--- src/rtl/uart_pkg.sv ---
// Shared UART definitions: transmitter state encoding and line levels.
package uart_pkg;

  typedef enum logic [2:0] {
    IDLE,
    POP,
    LOAD,
    START,
    DATA,
    STOP
  } uart_state_e;

  localparam logic TX_IDLE   = 1'b1;
  localparam logic START_BIT = 1'b0;
  localparam logic STOP_BIT  = 1'b1;

endpackage

--- src/rtl/fifo_uart_tx_if.sv ---
// FIFO read port as seen by its consumer: strobe out, empty flag and registered data in.
interface fifo_uart_tx_if #(
  parameter int DATA_W = 8
);
  logic              fifo_rd;
  logic              fifo_empty;
  logic [DATA_W-1:0] fifo_rdata;

  // reader side (the UART transmitter)
  modport master (
    output fifo_rd,
    input  fifo_empty,
    input  fifo_rdata
  );

  // storage side (the FIFO)
  modport slave (
    input  fifo_rd,
    output fifo_empty,
    output fifo_rdata
  );
endinterface

--- src/rtl/uart_bit_timer.sv ---
// Bit-period timer: counts CLKS_PER_BIT cycles while enabled and flags the last one.
// Shared between the transmitter and the future receiver.
module uart_bit_timer #(
  parameter int CLKS_PER_BIT = 16
) (
  input  logic clk,
  input  logic reset,
  input  logic clear_i,
  input  logic enable_i,
  output logic bit_end_o
);
  localparam int CNT_W = (CLKS_PER_BIT > 1) ? $clog2(CLKS_PER_BIT) : 1;
  localparam logic [CNT_W-1:0] CNT_LAST = CNT_W'(CLKS_PER_BIT - 1);

  logic [CNT_W-1:0] cnt_q, cnt_d;

  // next count: clear wins, otherwise count up and wrap at the end of the period
  always_comb begin
    bit_end_o = enable_i && (cnt_q == CNT_LAST);
    cnt_d     = cnt_q;
    if (clear_i) begin
      cnt_d = '0;
    end else if (enable_i) begin
      cnt_d = bit_end_o ? '0 : cnt_q + 1'b1;
    end
  end

  // count register
  always_ff @(posedge clk) begin
    if (reset) begin
      cnt_q <= '0;
    end else begin
      cnt_q <= cnt_d;
    end
  end
endmodule

--- src/rtl/fifo_uart_tx.sv ---
// FIFO-fed UART transmitter: pops one byte per frame and sends it as 8N1, LSB first.
module fifo_uart_tx
  import uart_pkg::*;
#(
  parameter int DATA_W       = 8,
  parameter int CLKS_PER_BIT = 16
) (
  input  logic           clk,
  input  logic           reset,
  input  logic           tx_en,
  fifo_uart_tx_if.master fifo,
  output logic           tx,
  output logic           busy,
  output logic           frame_done
);
  localparam int IDX_W = $clog2(DATA_W);
  localparam logic [IDX_W-1:0] IDX_LAST = IDX_W'(DATA_W - 1);

  uart_state_e       state_q, state_d;
  logic [DATA_W-1:0] shift_q, shift_d;
  logic [IDX_W-1:0]  bit_idx_q, bit_idx_d;
  logic              tx_q, tx_d;
  logic              fifo_rd_q, fifo_rd_d;
  logic              frame_done_q, frame_done_d;
  logic              timer_en;
  logic              bit_end;

  // timer runs only while a bit is on the wire and restarts from zero otherwise
  assign timer_en = (state_q == START) || (state_q == DATA) || (state_q == STOP);

  uart_bit_timer #(
    .CLKS_PER_BIT(CLKS_PER_BIT)
  ) u_bit_timer (
    .clk      (clk),
    .reset    (reset),
    .clear_i  (!timer_en),
    .enable_i (timer_en),
    .bit_end_o(bit_end)
  );

  // state register
  always_ff @(posedge clk) begin
    if (reset) begin
      state_q <= IDLE;
    end else begin
      state_q <= state_d;
    end
  end

  // next-state logic; tx_en only matters in IDLE so a started frame always finishes
  always_comb begin
    state_d = state_q;
    case (state_q)
      IDLE:    if (tx_en && !fifo.fifo_empty) state_d = POP;
      POP:     state_d = LOAD;
      LOAD:    state_d = START;
      START:   if (bit_end) state_d = DATA;
      DATA:    if (bit_end && (bit_idx_q == IDX_LAST)) state_d = STOP;
      STOP:    if (bit_end) state_d = IDLE;
      default: state_d = IDLE;
    endcase
  end

  // output/datapath next values; tx_d is the level the line shows next cycle
  always_comb begin
    shift_d      = shift_q;
    bit_idx_d    = bit_idx_q;
    tx_d         = tx_q;
    fifo_rd_d    = 1'b0;
    frame_done_d = 1'b0;
    case (state_q)
      IDLE: begin
        tx_d      = TX_IDLE;
        fifo_rd_d = (state_d == POP);
      end
      POP: begin
        tx_d = TX_IDLE;
      end
      LOAD: begin
        shift_d   = fifo.fifo_rdata;
        bit_idx_d = '0;
        tx_d      = START_BIT;
      end
      START: begin
        if (bit_end) tx_d = shift_q[0];
      end
      DATA: begin
        if (bit_end) begin
          shift_d   = shift_q >> 1;
          bit_idx_d = bit_idx_q + 1'b1;
          tx_d      = (bit_idx_q == IDX_LAST) ? STOP_BIT : shift_q[1];
        end
      end
      STOP: begin
        if (bit_end) begin
          tx_d         = TX_IDLE;
          frame_done_d = 1'b1;
        end
      end
      default: begin
        tx_d = TX_IDLE;
      end
    endcase
  end

  // datapath and registered outputs; reset drops any popped but unsent byte
  always_ff @(posedge clk) begin
    if (reset) begin
      shift_q      <= '0;
      bit_idx_q    <= '0;
      tx_q         <= TX_IDLE;
      fifo_rd_q    <= 1'b0;
      frame_done_q <= 1'b0;
    end else begin
      shift_q      <= shift_d;
      bit_idx_q    <= bit_idx_d;
      tx_q         <= tx_d;
      fifo_rd_q    <= fifo_rd_d;
      frame_done_q <= frame_done_d;
    end
  end

  assign tx           = tx_q;
  assign fifo.fifo_rd = fifo_rd_q;
  assign busy         = (state_q != IDLE);
  assign frame_done   = frame_done_q;
endmodule

--- src/flat_wrapper.sv ---
// flat-port wrapper written by rule: the top's interface ports become plain ports
module fifo_uart_tx_flat import uart_pkg::*;
#(
  parameter int DATA_W       = 8,
  parameter int CLKS_PER_BIT = 16
)
  (clk, reset, tx_en, tx, busy, frame_done, fifo_fifo_rd, fifo_fifo_empty, fifo_fifo_rdata);
  fifo_uart_tx_if #(.DATA_W(DATA_W)) fifo_i ();
  input  logic clk;
  input  logic reset;
  input  logic tx_en;
  output logic tx;
  output logic busy;
  output logic frame_done;
  output wire logic [$bits(fifo_i.fifo_rd)-1:0] fifo_fifo_rd;
  input wire logic [$bits(fifo_i.fifo_empty)-1:0] fifo_fifo_empty;
  input wire logic [$bits(fifo_i.fifo_rdata)-1:0] fifo_fifo_rdata;
  assign fifo_fifo_rd = fifo_i.fifo_rd;
  assign fifo_i.fifo_empty = fifo_fifo_empty;
  assign fifo_i.fifo_rdata = fifo_fifo_rdata;
  fifo_uart_tx #(.DATA_W(DATA_W), .CLKS_PER_BIT(CLKS_PER_BIT)) u_core (.clk(clk), .reset(reset), .tx_en(tx_en), .fifo(fifo_i), .tx(tx), .busy(busy), .frame_done(frame_done));
endmodule
--- config.mk ---
export PLATFORM = sky130hd
export DESIGN_NAME = fifo_uart_tx_flat
export DESIGN_NICKNAME = d
export VERILOG_FILES = /design/src/rtl/uart_pkg.sv /design/src/rtl/fifo_uart_tx_if.sv /design/src/rtl/uart_bit_timer.sv /design/src/rtl/fifo_uart_tx.sv /design/src/flat_wrapper.sv
export SDC_FILE = /design/constraint.sdc
export NUM_CORES = 1
export LEC_CHECK = 0
export ABC_AREA = 1
export CORE_MARGIN = 2
export CORE_UTILIZATION = 40
export DETAILED_ROUTE_END_ITERATION = 7
export PLACE_DENSITY_LB_ADDON = 0.25
export SYNTH_ARGS = -nofsm -noshare
export SYNTH_HDL_FRONTEND = slang
export SYNTH_SLANG_ARGS = --single-unit
--- constraint.sdc ---
create_clock -name clk -period 1.6 [get_ports clk]
set_clock_uncertainty 0.2 [all_clocks]
set_input_delay 0.16 -clock clk [delete_from_list [all_inputs] [get_ports clk]]
set_output_delay 0.16 -clock clk [all_outputs]
set_load 0.05 [all_outputs]
# After elaboration in Yosys (flattened, before gate mapping)

Index checks and enable logic that the tools add are counted.

Output and inout port bits: 4
Register bits: 21

Mux-type cells: 15
Add/sub/neg operators: 2
Equal/unequal tests: 11
Reduce and logical (&&, ||, !) cells: 14
Bitwise logic cells: 3

Operators by type and width:

| cell                  | number |
|---|---|
| $pmux W3 S6           | 1 |
| $pmux W8 S2           | 1 |
| $mux W3               | 5 |
| $eq A3 B3 Y1 const B  | 3 |
| $mux W8               | 1 |
| $eq A3 B1 Y1 const B  | 2 |
| $eq A3 B2 Y1 const B  | 2 |
| $ne A2 B1 Y1 const B  | 3 |
| $pmux W3 S2           | 1 |
| $mux W1               | 5 |
| $add A4 B1 Y4 const B | 1 |
| $eq A4 B4 Y1 const B  | 1 |
| $pmux W1 S4           | 1 |
| $reduce_or A2 Y1      | 2 |
| $add A3 B1 Y3 const B | 1 |
| $logic_and A1 B1 Y1   | 3 |
| $logic_not A3 Y1      | 1 |
| $not A1 Y1            | 3 |
| $reduce_and A3 Y1     | 1 |
| $reduce_bool A3 Y1    | 1 |
| $reduce_or A3 Y1      | 1 |
| $logic_or A1 B1 Y1    | 2 |
| $reduce_and A2 Y1     | 1 |
| $reduce_bool A2 Y1    | 1 |
| $logic_not A1 Y1      | 1 |

# Logic depth before layout (Yosys ltp)

Word-level depth: 8
Mapped depth: 8

# Hierarchy

Synthesis repeated with hierarchy kept, for this count alone.

Cells, all modules: 185
Area total of the unflattened synthesis: 1181.1 sq um

Modules (own cells, without submodules):

| module         | instances | seq. area each (sq um) | cells an instance | area each (sq um) |
|---|---|---|---|---|
| fifo_uart_tx   | 1         | 340.3                  | 156               | 983.4 |
| uart_bit_timer | 1         | 80.1                   | 29                | 197.7 |

# Worst setup path after synthesis

OpenSTA, ideal clock, no wires.

Path kind: flip-flop to flip-flop
From: reg u_core.u_bit_timer.cnt_q[0]
To: reg u_core.shift_q[0]
Period minus slack after synthesis: 1.569 ns
Stages on the path, launching flop included: 8
Path buffers: 1
Slack: 0.031 ns
Library setup time: 0.114 ns
Required time: 1.286 ns
Arrival: 1.255 ns
Cell sequence: dfxtp_1 ha_1 nand3_2 nor2_8 nor2_8 buf_6 nor2_1 nor2_1

Word-level cells in the longest chain between the ends: 4

RTL lines:

| item                        | line                 | text |
|---|---|---|
| start: declaration          | uart_bit_timer.sv:15 | `logic [CNT_W-1:0] cnt_q, cnt_d;` |
| start signal: assignment    | uart_bit_timer.sv:33 | `cnt_q <= cnt_d;` |
| $eq A4 B4 Y1                | uart_bit_timer.sv:19 | `bit_end_o = enable_i && (cnt_q == CNT_LAST);` |
| $logic_and A1 B1 Y1         | uart_bit_timer.sv:19 |  |
| $ne A2 B1 Y1 (no line)      | --                   |  |
| $reduce_and A2 Y1 (no line) | --                   |  |
| end signal: assignment      | fifo_uart_tx.sv:115  | `shift_q <= shift_d;` |
| end: declaration            | fifo_uart_tx.sv:20   | `logic [DATA_W-1:0] shift_q, shift_d;` |

Every way passes these cells.
A chain may end at the register's enable or synchronous reset.

# Worst setup path after layout

From: reg u_core.state_q[1]
To: out busy

Word-level cells in the longest chain between the ends: 1

RTL lines:

| item                     | line                | text |
|---|---|---|
| start: declaration       | fifo_uart_tx.sv:19  | `uart_state_e state_q, state_d;` |
| start signal: assignment | fifo_uart_tx.sv:46  | `state_q <= state_d;` |
| $reduce_bool A3 Y1       | fifo_uart_tx.sv:125 | `assign busy = (state_q != IDLE);` |
| end: declaration         | flat_wrapper.sv:13  | `output logic busy;` |

Every way passes these cells.

==> flow_metrics.tcl <==
set metrics [dict create \
    status "finished, final reports clean" \
    clock-sinks 21 \
    leakagePower_nw 0.638 \
    grt_overflow 0 \
    syn_area_sq_um 1050 \
    drt-vias-per-instance 4.71 \
    grt.total_usage_pct 15.2 \
    critPathMaxStageDelay_ns 0.39 \
    crit_arrival_ns 1.18 \
    cts_buffer_depth 2 \
    finalWeightedCongestion 0.756 \
    core_sq_um 2480 \
    ys_ff_latch 21 \
    grt_pass1_vias 866 \
    syn2layout_area_growth_pct 23.2 \
    fp.dieArea_sq_um 3050 \
    maxCapViolCount 0 \
    final_common_cell "nand2_1" \
    io_buffers 15 \
    grt_max_degree 19 \
    maxSlewViolCount 0 \
    p_clk_share_pct 26.2 \
    mostFrequentLayoutCells "nand2_1 (38), nor2_1 (21), dfxtp_1 (19), inv_1 (16), clkdlybuf4s50_1 (11)" \
    routed_wl_mm 2.06 \
    initial_core_util_pct 42.3 \
    firstDrtPassIters 4 \
    power_density_nw_per_um2 788 \
    p_int_w 0.000729 \
    cts_tree "yes" \
    p_seq_share_pct 55.3 \
    die_height_um 55.2 \
    crit_buf_inv 1 \
    reg2reg_depth 6 \
    fin_crit_sh_pct 96.1 \
    min_from "fifo_fifo_empty" \
    cp.required_ns 1.24 \
    hold_class "in -> reg" \
    ys_types 23 \
    detail_route.wl_per_cell_um 10.7 \
    postLayoutCoreUtil_pct 52.1 \
    holdPathEnd "u_core.fifo.fifo_rd" \
    p_total_w 0.00102 \
    slowest_stage "dfxtp_2" \
    p_switching_w 0.000288 \
    cp-start-kind "flop" \
    hpwl_mm 1.52 \
    cp_max_fo 7 \
    dpl-instance-area_sq_um 1240 \
    crit_chain "nor2_4 -> nand2_1 -> buf_12" \
    drtAntennaViolNets 0 \
    syn-num-nets 159 \
    pin_count 16 \
    fmax_mhz 651 \
    setup_viol 0 \
    power.share.switching_pct 28.3 \
    drive_gt1_share_pct 14.1 \
    h-tree-depth 1 \
    drc 0 \
    hold_depth 2 \
    drt-initial-drc-count 12 \
    seq_area_frac_synth_pct 40.1 \
    r2r_end "u_core.shift_q[5]" \
    avgSynthCellArea_sq_um 7.28 \
    worstReg2RegStart "u_core.u_bit_timer.cnt_q[0]" \
    max-vdd-ir-drop_mv 0.384 \
    ys_warn_count 0 \
    ff2ff_setup_slack_ns 0.12 \
    path_class "reg -> out" \
    diodes 0 \
    tightest_slew_ns 0.240 \
    clock_latency_ns 0.31 \
    crit_family "flip-flops" \
    core.rowCount 18 \
    clkTransAtPathRegs_ns 0.12 \
    maxSlewHeadroom_pct 83.8 \
    die_w_um 55.2 \
    antenna_found_initial 0 \
    clock-root-buffer "clkbuf_4" \
    vias 909 \
    grt_pass1_wl_mm 3.76 \
    comb_power_share_pct 18.6 \
    endpoint_kind "output pin" \
    finalNetCount 179 \
    synth_cells 144 \
    finalHoldViolations 0 \
    cts_made_buffers 3 \
    design_area_sq_um 1290 \
    timing.setup.tns_ns 0 \
    layout_min_cycle_time_ns 1.54 \
]
[worst reg2reg max path, cell delays in order, from the launching register on]
cell,delay [ns]
dfxtp_1,0.38
ha_2,0.22
nand3_4,0.14
nor2_8,0.20
nor2_8,0.08
nor2_1,0.12
nor2_1,0.05
[cells in the mapped netlist]
| cell | number | share of area (%) |
|---|---|---|
| a21oi_1 | 4 | 1.9 |
| buf_4 | 2 | 1.4 |
| buf_6 | 2 | 2.1 |
| clkbuf_1 | 2 | 0.72 |
| dfxtp_1 | 21 | 40 |
| ha_1 | 3 | 3.6 |
| inv_1 | 16 | 5.7 |
| nand2_1 | 38 | 14 |
| nand2_2 | 1 | 0.60 |
| nand2_4 | 1 | 1.1 |
| nand3_1 | 10 | 4.8 |
| nand3_2 | 1 | 0.95 |
| nand4_1 | 2 | 1.2 |
| nor2_1 | 21 | 7.5 |
| nor2_4 | 1 | 1.1 |
| nor2_8 | 2 | 3.8 |
| nor3_1 | 1 | 0.48 |
| nor4_1 | 2 | 1.2 |
| o211ai_1 | 2 | 1.4 |
| o21ai_0 | 9 | 4.3 |
| o21bai_1 | 1 | 0.72 |
| xnor2_1 | 1 | 0.84 |
| xor2_1 | 1 | 0.84 |
[final cells by class]
cell class / instances / area [sq um]
fillers: 260 / 1190
repair buffers: 21 / 210
inverters: 16 / 60.1
well taps: 30 / 37.5
flip-flops and latches: 21 / 423
clock inverters: 1 / 5.00
clock buffers: 3 / 22.5
multi-input cells: 101 / 533
[cell families (layout without fill, tap and decap cells)]
family	Yosys count	in the layout	synth area share, %
adders and majority gates	3	3	3.58
buffers and inverters	22	41	10.0
DFF	21	21	40.1
and+or+nand+nor	80	80	36.3
AOI/OAI and AO/OA	16	16	8.35
xor gates and xnor gates	2	2	1.67
[metal layers]
layer	GRT usage [%]	vias to the layer above	share of wire, %
met2	24.5	17	45
met1	19.9	395	50
met4	7.32	0	2.2
met3	2.34	5	3.1
li1	-	492	-
met5	0	-	0
[through the flow]
stage	hold WS [ns]	setup slack, ns	cells
after floorplan	0.0387	0.0311	144
after global placement	0.231	0.108	188
after detailed placement	0.241	0.0533	188
after CTS	0.202	0.00171	192
after global routing	0.216	-0.00484	193
final	0.212	0.0629	193
[worst max path at each step]
stage                                           start                 to  slack, ns  cells past startpoint
after floorplan           u_core.u_bit_timer.cnt_q[0]  u_core.shift_q[0]       0.03                      7
after global placement              u_core.state_q[1]  u_core.shift_q[1]       0.11                      7
after detailed placement  u_core.u_bit_timer.cnt_q[0]  u_core.shift_q[4]       0.05                      6
after CTS                           u_core.state_q[1]               busy      0.002                      3
after global routing      u_core.u_bit_timer.cnt_q[0]  u_core.shift_q[5]     -0.005                      7
final                               u_core.state_q[1]               busy       0.06                      3
[flip-flops by register name (all words and copies together) (netlist names)]
| register | count |
|---|---|
| u_core.shift_q | 8 |
| u_core.state_q | 3 |
| u_core.frame_done | 1 |
| u_core.tx | 1 |
| u_core.u_bit_timer.cnt_q | 4 |
| u_core.fifo.fifo_rd | 1 |
| u_core.bit_idx_q | 3 |
[power groups by stage]
stage                     Sequential [W]  Combinational [W]  Clock (W)
after floorplan                 0.000578           0.000110          0
after global placement          0.000573           0.000181          0
after detailed placement        0.000574           0.000184          0
after CTS                       0.000562           0.000185   0.000279
after global routing            0.000566           0.000211   0.000295
final                           0.000562           0.000189   0.000266
[timing repair]
item,CTS,global route
hold buffers,0,0
resized for setup,1,3
pin swaps,0,1
endpoints found under the setup margin,1,16
setup buffers,0,1
hold endpoints to repair,0,0
No activity file was read; power rests on OpenSTA's default activity.
